`config.mk`:
```
export PLATFORM = sky130hd
export DESIGN_NAME = rom_programmer
export DESIGN_NICKNAME = d
export VERILOG_FILES = /design/src/rtl/rom_programmer.sv
export SDC_FILE = /design/constraint.sdc
export NUM_CORES = 1
export LEC_CHECK = 0
export CAP_MARGIN = 20
export CORE_MARGIN = 2
export CORE_UTILIZATION = 25
export DETAILED_ROUTE_END_ITERATION = 16
export GPL_TIMING_DRIVEN = 0
export PLACE_DENSITY = 0.52
export SLEW_MARGIN = 20
export SYNTH_ARGS = -nofsm -noshare
export SYNTH_HDL_FRONTEND = slang
export SYNTH_SLANG_ARGS = --single-unit
```
`constraint.sdc`:
```
create_clock -name clk -period 2.65 [get_ports clk]
set_input_delay 0.795 -clock clk [delete_from_list [all_inputs] [get_ports clk]]
set_output_delay 0.795 -clock clk [all_outputs]
set_load 0.05 [all_outputs]
```
`src/rtl/rom_programmer.sv`:
```
// rom_programmer: streams source words into a ROM over a shared bus, unlocking write
// protection for the run and relocking it afterwards.
// Build option: define ROM_PROGRAMMER_VERIFY_EN to read back and compare every word.
module rom_programmer #(
    parameter logic [15:0] ROM_BASE = 16'h0000,
    parameter int unsigned DEPTH    = 32768
) (
    input  logic        clk,
    input  logic        reset,
    input  logic        start,
    input  logic        abort,
    input  logic [15:0] count,
    input  logic        src_valid,
    input  logic [15:0] src_data,
    output logic        src_ready,
    output logic        bus_req,
    input  logic        bus_grant,
    output logic [15:0] bus_addr,
    output logic [15:0] bus_wdata,
    output logic        bus_we,
    output logic        bus_re,
    input  logic [15:0] bus_rdata,
    output logic        write_protect,
    output logic        busy,
    output logic        done,
    output logic        error,
    output logic [15:0] err_addr
);

`ifdef ROM_PROGRAMMER_VERIFY_EN
    typedef enum logic [3:0] {
        StIdle, StReq, StUnlock, StFetch, StWrite, StRead, StCmp, StLock, StFail
    } state_e;
`else
    typedef enum logic [3:0] {
        StIdle, StReq, StUnlock, StFetch, StWrite, StLock
    } state_e;
`endif

    localparam logic [16:0] DepthLim = 17'(DEPTH);

    state_e      state_q, state_d;
    logic [15:0] cnt_q, cnt_d;
    logic [15:0] index_q, index_d;
    logic [15:0] word_q, word_d;
    logic        zdone_q, zdone_d;  // done pulse for a zero-length run
    logic [15:0] addr;
    logic [15:0] index_inc;

`ifdef ROM_PROGRAMMER_VERIFY_EN
    logic        error_q, error_d;
    logic [15:0] err_addr_q, err_addr_d;

    assign error    = error_q;
    assign err_addr = err_addr_q;
`else
    logic unused_rdata;

    assign unused_rdata = ^bus_rdata;
    assign error        = 1'b0;
    assign err_addr     = 16'h0000;
`endif

    assign busy = (state_q != StIdle);

    // Next-state, datapath updates and bus/handshake outputs.
    always_comb begin
        state_d       = state_q;
        cnt_d         = cnt_q;
        index_d       = index_q;
        word_d        = word_q;
        zdone_d       = 1'b0;
`ifdef ROM_PROGRAMMER_VERIFY_EN
        error_d       = error_q;
        err_addr_d    = err_addr_q;
`endif
        addr          = ROM_BASE + index_q;
        index_inc     = index_q + 16'd1;
        src_ready     = 1'b0;
        bus_req       = 1'b0;
        bus_we        = 1'b0;
        bus_re        = 1'b0;
        bus_addr      = 16'h0000;
        bus_wdata     = 16'h0000;
        write_protect = 1'b1;
        done          = zdone_q;

        case (state_q)
            StIdle: begin
                if (start) begin
                    if (count != 16'h0000) begin
                        cnt_d   = ({1'b0, count} > DepthLim) ? DepthLim[15:0] : count;
                        index_d = 16'h0000;
`ifdef ROM_PROGRAMMER_VERIFY_EN
                        error_d    = 1'b0;
                        err_addr_d = 16'h0000;
`endif
                        state_d = StReq;
                    end else begin
                        zdone_d = 1'b1;
                    end
                end
            end
            StReq: begin
                bus_req = 1'b1;
                if (bus_grant) state_d = StUnlock;
            end
            StUnlock: begin
                bus_req       = 1'b1;
                write_protect = 1'b0;
                state_d       = StFetch;
            end
            StFetch: begin
                bus_req       = 1'b1;
                write_protect = 1'b0;
                src_ready     = 1'b1;
                if (src_valid) begin
                    word_d  = src_data;
                    state_d = StWrite;
                end
            end
            StWrite: begin
                bus_req       = 1'b1;
                write_protect = 1'b0;
                bus_addr      = addr;
                bus_wdata     = word_q;
                bus_we        = bus_grant;
                if (bus_grant) begin
`ifdef ROM_PROGRAMMER_VERIFY_EN
                    state_d = StRead;
`else
                    index_d = index_inc;
                    state_d = (index_inc == cnt_q) ? StLock : StFetch;
`endif
                end
            end
`ifdef ROM_PROGRAMMER_VERIFY_EN
            StRead: begin
                bus_req       = 1'b1;
                write_protect = 1'b0;
                bus_addr      = addr;
                bus_re        = bus_grant;
                if (bus_grant) state_d = StCmp;
            end
            StCmp: begin
                bus_req       = 1'b1;
                write_protect = 1'b0;
                if (bus_rdata == word_q) begin
                    index_d = index_inc;
                    state_d = (index_inc == cnt_q) ? StLock : StFetch;
                end else begin
                    error_d    = 1'b1;
                    err_addr_d = addr;
                    state_d    = StFail;
                end
            end
            StFail: begin
                state_d = StIdle;
            end
`endif
            StLock: begin
                done    = 1'b1;
                state_d = StIdle;
            end
            default: begin
                state_d = StIdle;
            end
        endcase

        // Abort beats everything: suppress strobes now, drop to idle next cycle.
        if (abort && (state_q != StIdle)) begin
            state_d   = StIdle;
            index_d   = index_q;
            word_d    = word_q;
            src_ready = 1'b0;
            bus_we    = 1'b0;
            bus_re    = 1'b0;
            done      = 1'b0;
`ifdef ROM_PROGRAMMER_VERIFY_EN
            error_d    = error_q;
            err_addr_d = err_addr_q;
`endif
        end
    end

    // State register with synchronous active-low reset.
    always_ff @(posedge clk) begin
        if (!reset) begin
            state_q    <= StIdle;
            cnt_q      <= 16'h0000;
            index_q    <= 16'h0000;
            word_q     <= 16'h0000;
            zdone_q    <= 1'b0;
`ifdef ROM_PROGRAMMER_VERIFY_EN
            error_q    <= 1'b0;
            err_addr_q <= 16'h0000;
`endif
        end else begin
            state_q    <= state_d;
            cnt_q      <= cnt_d;
            index_q    <= index_d;
            word_q     <= word_d;
            zdone_q    <= zdone_d;
`ifdef ROM_PROGRAMMER_VERIFY_EN
            error_q    <= error_d;
            err_addr_q <= err_addr_d;
`endif
        end
    end

endmodule
```
# == Yosys cells after proc, flatten, opt, wreduce, memory -nomap -nowiden ==
# Cells that the tools add are included.
# totals
ff_bits,53
# op_classes
n_addsub,1
bitwise,2
n_mux,23
magnitude_cmp,1
eq_ne,11
n_reduce_logical,13
# ops
cell,n
16-bit 2-to-1 mux,6
16-bit case mux with 2 select lines,1
4-bit 2-to-1 mux,5
4-bit case mux with 5 select lines,1
16-bit by 1-bit adder with 16-bit output (second input constant),1
16-bit equality test,1
16-bit greater-than comparator (second input constant),1
16-bit nonzero test,1
2-bit inequality test (second input constant),5
5-bit AND reduction,2
1-bit 2-to-1 mux,9
3-bit AND reduction,3
4-bit by 2-bit equality test with 1-bit output (second input constant),2
4-bit by 3-bit equality test with 1-bit output (second input constant),2
4-bit by 1-bit equality test with 1-bit output (second input constant),1
4-bit logical NOT,1
4-bit nonzero test,1
4-bit OR reduction,1
3-bit 2-to-1 mux,1
3-bit OR reduction,1
1-bit NOT,2
2-bit nonzero test,1
2-bit OR reduction,1
1-bit logical AND,1

# == Depth between registers and ports, before layout ==
# Gate-level depths: netlist of the first run.
# logic_depth
ltp_word,5
mapped_depth,8
ltp_nobuf,7

# == Worst setup path before layout of the first run ==
# No wires, ideal clock.
# synth_path
kind,register -> output
start,register state_q[0]
end,output bus_req
arrival_time_ps,1763
slack_ps,92
required_time_ps,1855
path_buffers,3
stages_incl_launch_ff,6
path_cell_list,dfxtp_1 buf_2 nor2_1 clkbuf_1 clkbuf_1 xnor2_1
# synth_between
elab_chain_cells,3
elab_cells_between_ends,6
# synth_lines
item,line_no,source
start: declaration,42,"state_e state_q, state_d;"
start signal: assignment,189,state_q <= StIdle;
start signal: assignment,199,state_q <= state_d;
4-bit by 3-bit equality test with 1-bit output (tied with other cells),88,case (state_q)
4-bit OR reduction (no source line) *,n/a,
1-bit 2-to-1 mux *,88,
end: declaration,16,"output logic bus_req,"
# Mark *: on every way between the ends. The rest lies on a longest branch, timed or not.

# == Worst setup path after layout of the first run ==
# layout_path
start,register state_q[0]
end,output bus_addr[3]
# layout_between
elab_chain_cells,2
# layout_lines
item,line_no,source
4-bit by 3-bit equality test with 1-bit output,88,
16-bit 2-to-1 mux,88,
end: declaration,18,"output logic [15:0] bus_addr,"
# No other way between the ends.

==> impl_metrics.env, run 1 <==
export IMPL_synth_flop_cell="dfxtp_1"
export IMPL_place_area_um2=4310
export IMPL_slew_headroom_pct=62.4
export IMPL_synth_top_area_cell="dfxtp_1"
export IMPL_powerDensity_nw_per_um2=404
export IMPL_cts_sinks=52
export IMPL_yosys_cell_types_count=58
export IMPL_gp_congestion=0.835
export IMPL_synth_most_common_cell="nand2_1"
export IMPL_avgSynthCellArea_um2=7.66
export IMPL_setup_violations=0
export IMPL_crit_type="flop to primary output"
export IMPL_ant_nets=0
export IMPL_async_flop_share_pct=0
export IMPL_finalInstanceArea_um2=4490
export IMPL_cts_clk_slew_worst_paths_ns=0.07
export IMPL_synthTopCellsByArea="dfxtp_1 32%, nand2_1 8.7%, a21boi_0 8.5%"
export IMPL_die_area_um2=14100
export IMPL_wl_per_cell_um=14.5
export IMPL_core_area_um2=12700
export IMPL_ios=110
export IMPL_yosysSeqAreaShare_pct=31.7
export IMPL_synth_edf_count=0
export IMPL_layout_nets=586
export IMPL_placementRows=41
export IMPL_routed_via_density=4.62
export IMPL_fp_dieW_um=119
export IMPL_vias=3252
export IMPL_drive_gt1_share_pct=19.7
export IMPL_status="finished, final reports clean"
export IMPL_grt_max_degree=17
export IMPL_wirelength_um=10200
export IMPL_final_period_utilization_pct=97.3
export IMPL_cts_tree="built"
export IMPL_antenna_found_initial=0
export IMPL_grt_pass1_wl_um=16200
export IMPL_htree_levels=2
export IMPL_antenna_cells=0
export IMPL_skew_ns=0.00605
export IMPL_drc=0
export IMPL_period_needed_ns=2.58
export IMPL_synth_area_um2=3290
export IMPL_start_util_pct=25.8
export IMPL_place_hpwl_um=7940
export IMPL_cts_buffer_depth=2
export IMPL_dp_cells=692
export IMPL_min_path_type="flop to flop"
export IMPL_startpoint_type="flop"
export IMPL_clkLatencyLatePin_ns=0.30
export IMPL_fin_hold_ws_ns=0.453
export IMPL_power_mw=1.81
export IMPL_syn2layout_area_growth_pct=36.7
export IMPL_final_cells=704
export IMPL_numCtsBuffers=5
export IMPL_drt_iter0_markers=190
export IMPL_grt_pass1_vias=2992
export IMPL_cap_viol_max_count=0
export IMPL_worst_pin_slew_ns=0.562
export IMPL_critPathMaxFanout=10
export IMPL_grt_use_total_pct=14.5
export IMPL_vdd_drop_max_mv=0.227
export IMPL_rsz0062_at_grt="true"
export IMPL_root_buffer="clkbuf_16"
export IMPL_cts_hold_buf=0
export IMPL_cellLeakagePower_nw=1.83
export IMPL_synthTopCellsByCount="76 x nand2_1, 52 x dfxtp_1, 37 x a21boi_0"
export IMPL_maxSlewViolCount=0
export IMPL_final_core_util_pct=35.3
export IMPL_port_buffers=74
export IMPL_cp_arrival_ns=1.78
export IMPL_netlist_instances=429
export IMPL_grt_ovfl_total=0
export IMPL_hold_viol=0
export IMPL_cp_end_kind="primary output"
export IMPL_fillers=1393
export IMPL_required_ns=1.86
export IMPL_yosysTopAreaCellShare_pct=31.7
export IMPL_dr_pass1_iters=4
export IMPL_synth_seq_cells=52
export IMPL_yosysWarnings=0
export IMPL_die_y_um=119
export IMPL_max_freq_mhz=388
==> layer usage <==
metal  wire [um]  global-route usage [%]  up-vias
met5           0                       0        -
met1        4890                    20.9     1483
met4         103                    3.42        0
met3         588                    1.93        7
met2        4660                    22.7       88
li1            -                       -     1674
==> cells in the final DEF, fill, tap and decap left out, types with 3 or more instances in the layout <==
cell type and n:
clkdlybuf4s50_1 33, a21boi_1 6, dlygate4sd2_1 5, a31oi_1 5, clkdlybuf4s15_2 6, o21ai_0 15
inv_1 6, clkbuf_16 5, nor4_1 5, nor3_1 9, nor2_1 16, and3_1 32
nand4_1 4, clkbuf_1 15, buf_2 12, a21boi_0 32, conb_1 18, and2_1 3
dfxtp_1 51, nand2_1 75, xnor2_1 18, xor2_1 4, o211ai_1 3, nor4_2 3
a21oi_1 10, nor2b_1 7, buf_4 42, clkbuf_4 12, nand3_1 22
==> power breakdown <==
part           total, mW  internal [mW]  switching [mW]
sequential         0.808          0.794          0.0137
clock              0.690          0.379           0.311
combinational      0.315          0.132           0.183
==> per-stage QoR <==
step                      worst slack (ns)  setup TNS (ns)
after floorplan                     0.0920               0
after global placement               -1.15          -29.06
after detailed placement             -1.14          -30.09
after CTS                         0.000544               0
after global routing               -0.0144         -0.0324
final                               0.0708               0
==> path summary, 6_finish.rpt <==
path | cells after the start | endpoint | slack (ns) | start
worst max-delay path | 5 | bus_addr[3] | 0.07 | state_q[0]$_SDFFE_PP0P_
worst min-delay path | 2 | word_q[5]$_SDFFE_PN0P_ | 0.45 | word_q[5]$_SDFFE_PN0P_
worst max register to register | 8 | state_q[1]$_SDFFE_PP0P_ | 0.19 | index_q[1]$_SDFFE_PN0P_
worst min register to register | 2 | word_q[5]$_SDFFE_PN0P_ | 0.45 | word_q[5]$_SDFFE_PN0P_
==> sequential cells by signal, indices dropped and copies added, names as in the netlist <==
name,cells
word_q,16
index_q,16
state_q,3
zdone_q,1
cnt_q,16
==> kinds of logic after synthesis <==
logic type | share of synthesized area [%]
AND/OR/NAND/NOR | 32.6
AO/OA/AOI/OAI | 18.9
buffers and inverters | 9.86
flip-flops | 31.7
XOR/XNOR | 5.86
multiplexers | 0.609
adder cells (fa/ha/maj) | 0.381
other | 0.114
==> cell type report <==
type | count | area (um2) | share of cell area [%]
plain buffers | 53 | 333 | 7.41
clock buffers | 6 | 139 | 3.09
clock inverters | 2 | 13.8 | 0.306
inverters | 7 | 26.3 | 0.585
multi-input cells | 334 | 2020 | 45.0
flip-flops and latches | 52 | 1040 | 23.2
well taps | 172 | 215 | 4.79
repair buffers | 78 | 699 | 15.6
==> worst max-delay path: stages, from the launching register on <==
cell and delay [ns]:
dfxtp_1 0.32, buf_2 0.19, nor2_4 0.17, clkbuf_8 0.20, and3_1 0.22, clkdlybuf4s15_2 0.39
==> what timing repair did <==
item | in CTS | in global routing
pin swaps | 1 | 4
setup buffers | 3 | 1
endpoints found under the setup margin | 38 | 53
gates resized for setup | 198 | 31
Power figures use the tool's default switching activity.
==> inputs of run 2 (changes only) <==
--- a/config.mk
+++ b/config.mk
@@ -7,10 +7,10 @@
 export LEC_CHECK = 0
 export CAP_MARGIN = 20
 export CORE_MARGIN = 2
-export CORE_UTILIZATION = 25
+export CORE_UTILIZATION = 46
 export DETAILED_ROUTE_END_ITERATION = 16
 export GPL_TIMING_DRIVEN = 0
-export PLACE_DENSITY = 0.52
+export PLACE_DENSITY = 0.83
 export SLEW_MARGIN = 20
 export SYNTH_ARGS = -nofsm -noshare
 export SYNTH_HDL_FRONTEND = slang
==> run 2 against run 1 <==
- via count rose by 5.0%
- setup slack improved by 0.012 ns
- clock skew rose by 0.0041 ns
- non-clock buffer count did not move
- core utilization rose by 27 points
- routed wire length fell by 7.0%
- cell area fell by 4.0%
- total power fell by 10%
- final cell count fell by 11%
- critical path type is now input pin to flop
- largest cell class unchanged
==> impl_metrics.env, run 2 (synthesized netlist as in run 1, its figures left out) <==
export IMPL_cap_viol_max_count=0
export IMPL_cts_tree="built"
export IMPL_cp_arrival_ns=2.81
export IMPL_fillers=625
export IMPL_ant_nets=0
export IMPL_crit_type="input pin to flop"
export IMPL_ios=110
export IMPL_place_hpwl_um=7110
export IMPL_cp_end_kind="flop"
export IMPL_grt_pass1_wl_um=14900
export IMPL_setup_violations=0
export IMPL_numCtsBuffers=5
export IMPL_multi_input_area_um2=2030
export IMPL_ff_latch_area_um2=1040
export IMPL_cts_clk_slew_worst_paths_ns=0.10
export IMPL_fp_dieW_um=88.5
export IMPL_drive_gt1_share_pct=19.4
export IMPL_cellLeakagePower_nw=1.81
export IMPL_root_buffer="clkbuf_8"
export IMPL_vias=3415
export IMPL_min_path_type="flop to flop"
export IMPL_grt_max_degree=17
export IMPL_antenna_cells=0
export IMPL_start_util_pct=47.8
export IMPL_reg2reg_slack_ns=0.23
export IMPL_startpoint_type="input pin"
export IMPL_layout_nets=586
export IMPL_required_ns=2.89
export IMPL_die_area_um2=7830
export IMPL_placementRows=30
export IMPL_final_period_utilization_pct=96.9
export IMPL_die_y_um=88.5
export IMPL_port_buffers=74
export IMPL_cts_sinks=52
export IMPL_fin_hold_ws_ns=0.467
export IMPL_htree_levels=2
export IMPL_period_needed_ns=2.57
export IMPL_hold_viol=0
export IMPL_drt_iter0_markers=263
export IMPL_layout_common_cells="75 x nand2_1, 52 x dfxtp_1, 49 x buf_4"
export IMPL_vdd_drop_max_mv=0.215
export IMPL_grt_ovfl_total=0
export IMPL_antenna_found_initial=0
export IMPL_critPathMaxFanout=10
export IMPL_drc=0
export IMPL_wl_per_cell_um=15.2
export IMPL_max_freq_mhz=390
export IMPL_largestRegisters="cnt_q (16), index_q (16), word_q (16)"
export IMPL_worst_pin_slew_ns=0.635
export IMPL_grt_pass1_vias=3148
export IMPL_fin_tns_setup_ns=0
export IMPL_clkLatencyLatePin_ns=0.32
export IMPL_layout_commonest_cell="nand2_1"
export IMPL_slew_headroom_pct=57.6
export IMPL_gp_congestion=0.864
export IMPL_wirelength_um=9530
export IMPL_skew_ns=0.0102
export IMPL_maxSlewViolCount=0
export IMPL_grt_use_total_pct=24.2
export IMPL_status="finished, final reports clean"
export IMPL_cts_buffer_depth=2
export IMPL_syn2layout_area_growth_pct=31.1
export IMPL_routed_via_density=5.44
export IMPL_powerDensity_nw_per_um2=377
export IMPL_dr_pass1_iters=5
export IMPL_cts_hold_buf=0
export IMPL_core_area_um2=6870
run 2: final timing paths:
kind	cells after the start	endpoint	start
max	8	index_q[1]$_SDFFE_PN0P_	count[0]
min	2	word_q[5]$_SDFFE_PN0P_	word_q[5]$_SDFFE_PN0P_
max reg2reg	7	state_q[1]$_SDFFE_PP0P_	index_q[0]$_SDFFE_PN0P_
min reg2reg	2	word_q[5]$_SDFFE_PN0P_	word_q[5]$_SDFFE_PN0P_
run 2: worst max-delay path: stages:
cell             delay, ns
clkdlybuf4s50_1       0.45
nor4_2                0.32
nand4_1               0.23
o211ai_1              0.35
a211o_1               0.17
buf_2                 0.25
nand2_1               0.09
a21boi_0              0.16
run 2: metal layers:
layer,global-route usage [%],up-vias,wire [um],share of wire (%)
met5,0,-,0,0
met4,8.68,0,198,2.1
met3,3.54,17,451,4.7
met2,41.6,131,4560,48
met1,30.9,1600,4310,45
li1,-,1667,-,-
run 2: cell type report:
cell class / count / area share, %
timing repair buffer: 78 / 15.5
inverter: 7 / 0.610
tap: 96 / 2.79
clock inverter: 2 / 0.319
multi-input combinational: 334 / 47.1
clock buffer: 6 / 1.92
buffer: 53 / 7.64
sequential: 52 / 24.2
run 2: through the flow:
step / setup slack [ns] / total power [mW] / util (%) / cell area, um2 / cells
2_1_floorplan: 0.0920 / 1.02 / - / 3350 / 446
3_3_place_gp: -1.08 / 1.12 / 61.3 / 4210 / 616
3_5_place_dp: -1.09 / 1.13 / 61.3 / 4210 / 616
4_1_cts: 0.00161 / 1.61 / 62.5 / 4290 / 627
5_1_grt: -0.00679 / 1.68 / 62.7 / 4310 / 628
6_report: 0.0829 / 1.62 / 62.7 / 4310 / 628
run 2: timing repair:
item                       CTS  global route
pin swaps                    1             4
setup endpoints to repair   48            52
cloned                       0             0
buffers inserted             3             1
gates resized for setup    204            17
run 2: report_power, final:
part	switching (mW)	internal, mW
combinational	0.186	0.131
sequential	0.0126	0.794
clock	0.286	0.214
total	0.485	1.14
==> inputs of run 3 (changes only) <==
--- a/config.mk
+++ b/config.mk
@@ -5,7 +5,6 @@
 export SDC_FILE = /design/constraint.sdc
 export NUM_CORES = 1
 export LEC_CHECK = 0
-export CAP_MARGIN = 20
 export CORE_MARGIN = 2
 export CORE_UTILIZATION = 46
 export DETAILED_ROUTE_END_ITERATION = 16
==> results of run 3 <==
The final DEF is identical to that of run 2; final timing and power are the same.
